==> config.mk <==
export PLATFORM = sky130hd
export DESIGN_NAME = cmp_config_loader
export DESIGN_NICKNAME = d
export VERILOG_FILES = /design/src/rtl/cmp_config_loader_pkg.sv /design/src/rtl/cmp_config_loader.sv
export SDC_FILE = /design/constraint.sdc
export NUM_CORES = 1
export LEC_CHECK = 0
export ABC_AREA = 1
export BUFFER_PORTS_ARGS = -buffer_cell sky130_fd_sc_hd__buf_2
export CORE_ASPECT_RATIO = 0.75
export CORE_MARGIN = 2
export CORE_UTILIZATION = 55
export CTS_CLUSTER_SIZE = 25
export DETAILED_ROUTE_END_ITERATION = 16
export PLACE_DENSITY = 0.82
export REMOVE_ABC_BUFFERS = 1
export SLEW_MARGIN = 10
export SYNTH_ARGS = -nofsm -noshare
export SYNTH_HDL_FRONTEND = slang
export SYNTH_SLANG_ARGS = --single-unit
==> constraint.sdc <==
create_clock -name CLK -period 2.08 [get_ports CLK]
set_input_delay 0.208 -clock CLK [delete_from_list [all_inputs] [get_ports CLK]]
set_output_delay 0.208 -clock CLK [all_outputs]
set_load 0.05 [all_outputs]
==> src/rtl/cmp_config_loader_pkg.sv <==
// Shared sizing defines (main.vh contents) and state encodings for cmp_config_loader.
// Optional feature macro: CMP_CONFIG_CHECKSUM_EN (adds the CSUM state and XOR check).
`ifndef CMP_MAIN_VH
`define CMP_MAIN_VH
`define NUM_HASHES 8
`define HASH_NUM_MSB 2
`define HASH_COUNT_MSB 3
`endif

package cmp_config_loader_pkg;

  localparam int unsigned DATA_W = 8;
  localparam int unsigned ADDR_W = `HASH_NUM_MSB + 3;
  localparam int unsigned HCNT_W = `HASH_COUNT_MSB + 1;

  localparam logic [2:0] ST_IDLE   = 3'd0;
  localparam logic [2:0] ST_CNT_LO = 3'd1;
  localparam logic [2:0] ST_CNT_HI = 3'd2;
  localparam logic [2:0] ST_DATA   = 3'd3;
`ifdef CMP_CONFIG_CHECKSUM_EN
  localparam logic [2:0] ST_CSUM   = 3'd4;
`endif
  localparam logic [2:0] ST_MAGIC  = 3'd5;
  localparam logic [2:0] ST_ERR    = 3'd6;

  typedef enum logic [2:0] {
    IDLE   = ST_IDLE,
    CNT_LO = ST_CNT_LO,
    CNT_HI = ST_CNT_HI,
    DATA   = ST_DATA,
`ifdef CMP_CONFIG_CHECKSUM_EN
    CSUM   = ST_CSUM,
`endif
    MAGIC  = ST_MAGIC,
    ERR    = ST_ERR
  } state_e;

endpackage

==> src/rtl/cmp_config_loader.sv <==
// Loads a hash configuration packet from a byte FIFO into comparator memory.
// Define CMP_CONFIG_CHECKSUM_EN to require an XOR checksum byte before the magic terminator.
module cmp_config_loader
  import cmp_config_loader_pkg::*;
#(
  parameter logic [DATA_W-1:0] CONFIG_MAGIC = 8'hCC,
  parameter int unsigned       MAX_COUNT    = `NUM_HASHES
) (
  input  logic              CLK,
  input  logic              rst_n,
  input  logic [DATA_W-1:0] din,
  input  logic              empty,
  output logic              rd_en,
  input  logic              start,
  output logic [DATA_W-1:0] dout,
  output logic              wr_en,
  output logic [ADDR_W-1:0] wr_addr,
  output logic [HCNT_W-1:0] hash_count,
  output logic              busy,
  output logic              done,
  output logic              error
);

  state_e              state_q, state_d;
  logic [DATA_W-1:0]   cnt_lo_q, cnt_lo_d;
  logic [HCNT_W-1:0]   count_q, count_d;
  logic [ADDR_W-1:0]   idx_q, idx_d, last_idx;
  logic [2*DATA_W-1:0] full_count;
  logic [DATA_W-1:0]   dout_d;
  logic                wr_en_d, done_d, error_d;
  logic [ADDR_W-1:0]   wr_addr_d;
  logic [HCNT_W-1:0]   hash_count_d;
  logic                take;
`ifdef CMP_CONFIG_CHECKSUM_EN
  logic [DATA_W-1:0]   xor_q, xor_d;
`endif

  // Busy covers every packet-consuming state; rd_en simply pops whenever a byte is there.
  assign busy  = (state_q != IDLE) && (state_q != ERR);
  assign rd_en = busy && !empty;
  assign take  = rd_en;

  always_comb begin
    state_d      = state_q;
    cnt_lo_d     = cnt_lo_q;
    count_d      = count_q;
    idx_d        = idx_q;
    dout_d       = dout;
    wr_en_d      = 1'b0;
    wr_addr_d    = wr_addr;
    hash_count_d = hash_count;
    done_d       = 1'b0;
    error_d      = error;
`ifdef CMP_CONFIG_CHECKSUM_EN
    xor_d        = xor_q;
`endif
    full_count   = {din, cnt_lo_q};
    last_idx     = ADDR_W'({count_q, 2'b00} - (HCNT_W+2)'(1));

    case (state_q)
      IDLE: begin
        if (start) begin
          state_d = CNT_LO;
          error_d = 1'b0;
        end
      end
      CNT_LO: begin
        if (take) begin
          cnt_lo_d = din;
          state_d  = CNT_HI;
`ifdef CMP_CONFIG_CHECKSUM_EN
          xor_d    = din;
`endif
        end
      end
      CNT_HI: begin
        if (take) begin
`ifdef CMP_CONFIG_CHECKSUM_EN
          xor_d = xor_q ^ din;
`endif
          if ((full_count == '0) || (32'(full_count) > MAX_COUNT)) begin
            state_d = ERR;
            error_d = 1'b1;
          end else begin
            count_d = HCNT_W'(full_count);
            idx_d   = '0;
            state_d = DATA;
          end
        end
      end
      DATA: begin
        if (take) begin
          wr_en_d   = 1'b1;
          dout_d    = din;
          wr_addr_d = idx_q;
`ifdef CMP_CONFIG_CHECKSUM_EN
          xor_d     = xor_q ^ din;
`endif
          if (idx_q == last_idx) begin
`ifdef CMP_CONFIG_CHECKSUM_EN
            state_d = CSUM;
`else
            state_d = MAGIC;
`endif
          end else begin
            idx_d = idx_q + ADDR_W'(1);
          end
        end
      end
`ifdef CMP_CONFIG_CHECKSUM_EN
      CSUM: begin
        if (take) begin
          if (din == xor_q) begin
            state_d = MAGIC;
          end else begin
            state_d = ERR;
            error_d = 1'b1;
          end
        end
      end
`endif
      MAGIC: begin
        if (take) begin
          if (din == CONFIG_MAGIC) begin
            hash_count_d = count_q;
            done_d       = 1'b1;
            state_d      = IDLE;
          end else begin
            state_d = ERR;
            error_d = 1'b1;
          end
        end
      end
      ERR:     state_d = IDLE;
      default: state_d = IDLE;
    endcase
  end

  // Hash count resets to 1 so the comparator never sees a zero count.
  always_ff @(posedge CLK or negedge rst_n) begin
    if (!rst_n) begin
      state_q    <= IDLE;
      cnt_lo_q   <= '0;
      count_q    <= '0;
      idx_q      <= '0;
      dout       <= '0;
      wr_en      <= 1'b0;
      wr_addr    <= '0;
      hash_count <= HCNT_W'(1);
      done       <= 1'b0;
      error      <= 1'b0;
`ifdef CMP_CONFIG_CHECKSUM_EN
      xor_q      <= '0;
`endif
    end else begin
      state_q    <= state_d;
      cnt_lo_q   <= cnt_lo_d;
      count_q    <= count_d;
      idx_q      <= idx_d;
      dout       <= dout_d;
      wr_en      <= wr_en_d;
      wr_addr    <= wr_addr_d;
      hash_count <= hash_count_d;
      done       <= done_d;
      error      <= error_d;
`ifdef CMP_CONFIG_CHECKSUM_EN
      xor_q      <= xor_d;
`endif
    end
  end

endmodule

Yosys cells after proc, flatten, opt, wreduce, memory -nomap -nowiden
Index checks and enable logic that the tools add are counted.
W data, S select, Z words.
{"block": "classes", "n_addsub": 2, "order_cmp": 1, "eq_ne": 17, "mux": 25, "bitwise": 1, "reduce_logical": 16}
{"cell": "$mux W3", "n": 8}
{"cell": "$mux W5", "n": 4}
{"cell": "$ne A2 B2 Y1 const B", "n": 10}
{"cell": "$gt A16 B4 Y1 const B", "n": 1}
{"cell": "$logic_not A16 Y1", "n": 1}
{"cell": "$pmux W3 S5", "n": 1}
{"cell": "$reduce_and A6 Y1", "n": 2}
{"cell": "$mux W1", "n": 10}
{"cell": "$pmux W5 S2", "n": 1}
{"cell": "$eq A8 B8 Y1 const B", "n": 1}
{"cell": "$eq A3 B2 Y1 const B", "n": 2}
{"cell": "$reduce_and A3 Y1", "n": 2}
{"cell": "$reduce_bool A3 Y1", "n": 2}
{"cell": "$add A5 B1 Y5 const B", "n": 1}
{"cell": "$eq A5 B5 Y1", "n": 1}
{"cell": "$reduce_and A5 Y1", "n": 1}
{"cell": "$sub A5 B1 Y5 const B", "n": 1}
{"cell": "$reduce_and A2 Y1", "n": 2}
{"cell": "$eq A3 B1 Y1 const B", "n": 1}
{"cell": "$eq A3 B3 Y1 const B", "n": 1}
{"cell": "$logic_not A3 Y1", "n": 1}
{"cell": "$ne A3 B3 Y1 const B", "n": 1}
{"cell": "$pmux W1 S3", "n": 1}
{"cell": "$logic_and A1 B1 Y1", "n": 2}
{"cell": "4 further kinds", "n": 4}
{"block": "word_totals", "regBits": 40, "output_inout_bits": 22, "elab_cells": 72}

Depth between registers and ports, before layout
{"block": "depth", "word_depth": 5, "mapped_depth": 12, "ltp_nobuf": 11}

Worst setup path after synthesis
No wires, ideal clock.
{"block": "synth_path", "path_kind": "reg2reg", "from": "reg state_q[0]", "to": "reg hash_count[1]", "arrival_time_ns": 1.471, "required_ns": 1.960, "setup_slack_ns": 0.489, "path_stages_with_launch": 12, "period_less_slack_ns": 1.591, "cell_sequence": "dfrtp_1 -> inv_2 -> nand2_2 -> inv_2 -> nand2_2 -> nand2_2 -> nor2_4 -> inv_2 -> or2_1 -> buf_6 -> nand2_1 -> o21ai_2"}
{"block": "synth_between", "elab_chain_len": 4, "elab_cells_between_ends": 6, "classes_between": "eq/ne (2); reduce/logical (4)"}
{"element": "from (decl)", "line_no": "cmp_config_loader.sv:24", "text": "state_e state_q, state_d;"}
{"element": "from (signal assigned)", "line_no": "cmp_config_loader.sv:156", "text": "state_q <= state_d;"}
{"element": "$ne A3 B3 Y1 or $reduce_bool A3 Y1 (tied branches)", "line_no": "cmp_config_loader.sv:39", "text": "assign busy = (state_q != IDLE) && (state_q != ERR);"}
{"element": "$logic_and A1 B1 Y1 (*)", "line_no": "cmp_config_loader.sv:39"}
{"element": "$logic_and A1 B1 Y1 (*)", "line_no": "cmp_config_loader.sv:40", "text": "assign rd_en = busy && !empty;"}
{"element": "net rd_en", "line_no": "cmp_config_loader.sv:13", "text": "output logic rd_en,"}
{"element": "$reduce_and A3 Y1 (no line) (*)"}
{"element": "to (signal assigned)", "line_no": "cmp_config_loader.sv:163", "text": "hash_count <= hash_count_d;"}
{"element": "to (decl)", "line_no": "cmp_config_loader.sv:18", "text": "output logic [HCNT_W-1:0] hash_count,"}
Mark *: on every way through the listed nets, which the timed path passes. The rest lies on a longest branch.
A chain may end at the register's enable or synchronous reset.

Worst setup path after layout
{"block": "layout_path", "from": "reg count_q[0]", "to": "reg idx_q[3]"}
{"block": "layout_between", "elab_chain_len": 4}
{"element": "from (decl)", "line_no": "cmp_config_loader.sv:26", "text": "logic [HCNT_W-1:0] count_q, count_d;"}
{"element": "from (signal assigned)", "line_no": "cmp_config_loader.sv:158", "text": "count_q <= count_d;"}
{"element": "$sub A5 B1 Y5", "line_no": "cmp_config_loader.sv:58", "text": "last_idx = ADDR_W'({count_q, 2'b00} - (HCNT_W+2)'(1));"}
{"element": "$eq A5 B5 Y1", "line_no": "cmp_config_loader.sv:99", "text": "if (idx_q == last_idx) begin"}
{"element": "$ne A2 B2 Y1 (no line)"}
{"element": "$reduce_and A5 Y1 (no line)"}
{"element": "to (signal assigned)", "line_no": "cmp_config_loader.sv:159", "text": "idx_q <= idx_d;"}
{"element": "to (decl)", "line_no": "cmp_config_loader.sv:27", "text": "logic [ADDR_W-1:0] idx_q, idx_d, last_idx;"}
No other way between the ends.

==> results_dict.tcl <==
set metrics [dict create \
    drive_gt1_share_pct 21.5 \
    grt_pass1_vias 1541 \
    crit_slowest_cell "dfrtp_1" \
    ant_nets 0 \
    grt_antenna_before_repair 0 \
    worst_pin_slew_ns 0.858 \
    synthCells 252 \
    dieArea_um2 4090 \
    fin_nets 302 \
    dp_cells 321 \
    dpl_cell_area_um2 2160 \
    clk_pin_slew_ns 0.08 \
    synth_seq_area_share_pct 50.8 \
    cts_setup_buffers 0 \
    die_x_um 73.2 \
    synthAdderAreaFrac_pct 1.27 \
    instances_no_fill 329 \
    crit_chain "inv_1 > ha_1 > xor2_1 > nand2_1 > o21ai_1 > nand2_1 > nand2_1 > nand2_1 > nand2_1" \
    vias 1686 \
    clock_path_buffers 2 \
    grt_start_max_net_pins 41 \
    fmaxAchievable_ghz 0.555 \
    fin_crit_ns 1.80 \
    p_leak_uw 0.00128 \
    yosys_warnings 0 \
    clock_latency_ns 0.30 \
    gp_congestion 0.936 \
    syn_avg_cell_area_um2 7.83 \
    num_rows 18 \
    design_area_um2 2290 \
    slew_viol_final 0 \
    synth_area_um2 1970 \
    cap_violations 0 \
    multi_input_area_um2 818 \
    cts_tree "done" \
    synthTopCellsByArea "dfrtp_1, nand2_1, nand3_1" \
    final-hold-violation-count 0 \
    wl_per_cell_um 12.7 \
    fillers 268 \
    synthSimpleGateAreaFrac_pct 30.5 \
    seqCellArea_um2 1000 \
    crit_top_cell "nand2_1" \
    drc 0 \
    cts_num_sinks 40 \
    cp-start-kind "flop" \
    synth_compound_area_share_pct 8.37 \
    antenna_cells 0 \
    cts_resized 0 \
    r2r_end "idx_q[3]" \
    area_growth_pct 15.8 \
    ff2ff_setup_slack_ns 0.28 \
    synth_top_family_by_area "simple AND/OR/NAND/NOR gates" \
    status "complete, no violations" \
    reg2regPathDepth 9 \
    synth_cell_types 26 \
    yosys-mux-area-fraction_pct 0 \
    start_util_pct 58.8 \
    p_per_area_nw_per_um2 1370 \
    htree_levels 2 \
    setup_viol 0 \
    synth_xor_area_share_pct 1.33 \
    reg2reg_from "count_q[0]" \
    firstDrtPassIters 4 \
    fin_tns_setup_ns 0 \
    wl_um 4170 \
    fin_skew_ns 0.00556 \
    relSlewSlack_pct 42.8 \
    root_buffer "clkbuf_8" \
    drt-initial-drc-count 155 \
    port_buffers 33 \
    setup_ws_ns 0.280 \
    vias_per_cell 5.12 \
    min_path_type "input pin to asynchronous set/reset pin" \
    critPathRequiredTime_ns 2.32 \
    io_pins 34 \
    critical_path_arrival_ns 2.05 \
    post-place-ws_ns 0.330 \
    critPathMaxStageDelay_ns 0.39 \
    cp-end-kind "flop" \
    grt_util_all_layers_pct 22.5 \
    whs_ns 0.00871 \
    synth_seq_cells 40 \
    synth_top_area_share_pct 49.4 \
    netlist.top_cell.by_area "dfrtp_1" \
    core_area_um2 3360 \
    crit_path_max_fanout 6 \
    rsz0062_at_grt "no" \
    fin_crit_sh_pct 86.5 \
    overflow 0 \
    die_h_um 55.9 \
    peakVddDrop_mv 1.04 \
    cts_buffers 5 \
    grt_pass1_wl_um 6980 \
    critPathKind "flop to flop" \
    hold_buffers 0 \
    dp_hpwl_um 2960 \
]
## layout make-up
type	instances	area share [%]
sequential	40	43.8
multi-input combinational	175	35.8
timing repair buffer	33	7.22
inverter	33	5.64
clock buffer	6	3.61
tap	40	2.19
clock inverter	2	1.70
## layer usage
metal / vias up / GRT usage [%] / wire [µm]
met4: 0 / 11.1 / 61
met2: 55 / 30.6 / 1820
li1: 861 / - / -
met3: 5 / 5.07 / 267
met1: 765 / 33.3 / 2020
met5: - / 0 / 0
## state kept, by name, indices dropped and copies added (netlist names)
register / count
cnt_lo_q: 8
count_q: 4
done: 1
dout: 8
error: 1
hash_count: 4
idx_q: 5
state_q: 3
wr_addr: 5
wr_en: 1
## cell usage after synthesis
cell type and instances:
o21ai_0 12, o21ai_1 11, nand3_4 1, xor2_1 3, inv_1 25, ha_1 2
nand4_1 2, o21ai_2 3, nor2_4 2, dfstp_2 1, buf_6 1, nor2_2 1
or2_1 1, inv_2 7, clkinv_4 1, nor2_1 23, nand3_1 19, nand2_1 85
nand2_2 4, and2_1 1, dfrtp_1 39, clkbuf_1 1, nor3_1 1, a21oi_1 3
buf_2 2, a21oi_2 1
## per-stage QoR
step | utilization, % | total power (µW)
after floorplan | - | 2140
after global placement | 64.5 | 2420
after detailed placement | 64.5 | 2450
after CTS | 68.1 | 3130
after global routing | 68.1 | 3330
final | 68.1 | 3140
## worst max-delay path by stage
stage | startpoint | end | slack [ns]
2_1_floorplan | state_q[0] | hash_count[1] | 0.46
3_3_place_gp | count_q[0] | idx_q[1] | 0.48
3_5_place_dp | count_q[0] | idx_q[3] | 0.33
4_1_cts | count_q[0] | idx_q[0] | 0.29
5_1_grt | count_q[0] | idx_q[0] | 0.11
6_report | count_q[0] | idx_q[3] | 0.28
## kinds of logic (layout without fill, tap and decap cells)
family                   count (synthesis)  after routing
AND/OR/NAND/NOR                        140            140
flip-flops                              40             40
buffers and inverters                   37             74
AO/OA/AOI/OAI                           30             30
XOR/XNOR                                 3              3
adder cells (fa/ha/maj)                  2              2
## cells in the final DEF, fill, tap and decap left out
cell type / n
inv_2: 7
nand2_1: 85
o21ai_0: 12
nor3_1: 1
buf_2: 33
clkinv_4: 2
or2_1: 1
nand4_1: 2
a21oi_2: 1
nand2_2: 4
nand3_1: 19
o21ai_2: 3
clkbuf_8: 6
inv_1: 25
nor2_4: 2
dfstp_2: 1
and2_1: 1
nor2_2: 1
o21ai_1: 11
xor2_1: 3
nand3_4: 1
nor2_1: 23
dfrtp_1: 39
bufinv_16: 1
ha_1: 2
a21oi_1: 3
## power by group
group	internal, µW	leakage, µW	switching (µW)
sequential	978	0.000527	136
clock	392	0.0000614	295
combinational	343	0.000691	996
## critical path: cells and delay by family (launching register included)
| kind | cells | cell delay (ns) |
|---|---|---|
| fa+ha+maj | 1 | 0.31 |
| flops | 1 | 0.39 |
| xor+xnor | 1 | 0.13 |
| compound gates | 1 | 0.21 |
| buf+inv | 1 | 0.09 |
| simple gates | 5 | 0.62 |
Power figures use the tool's default switching activity.
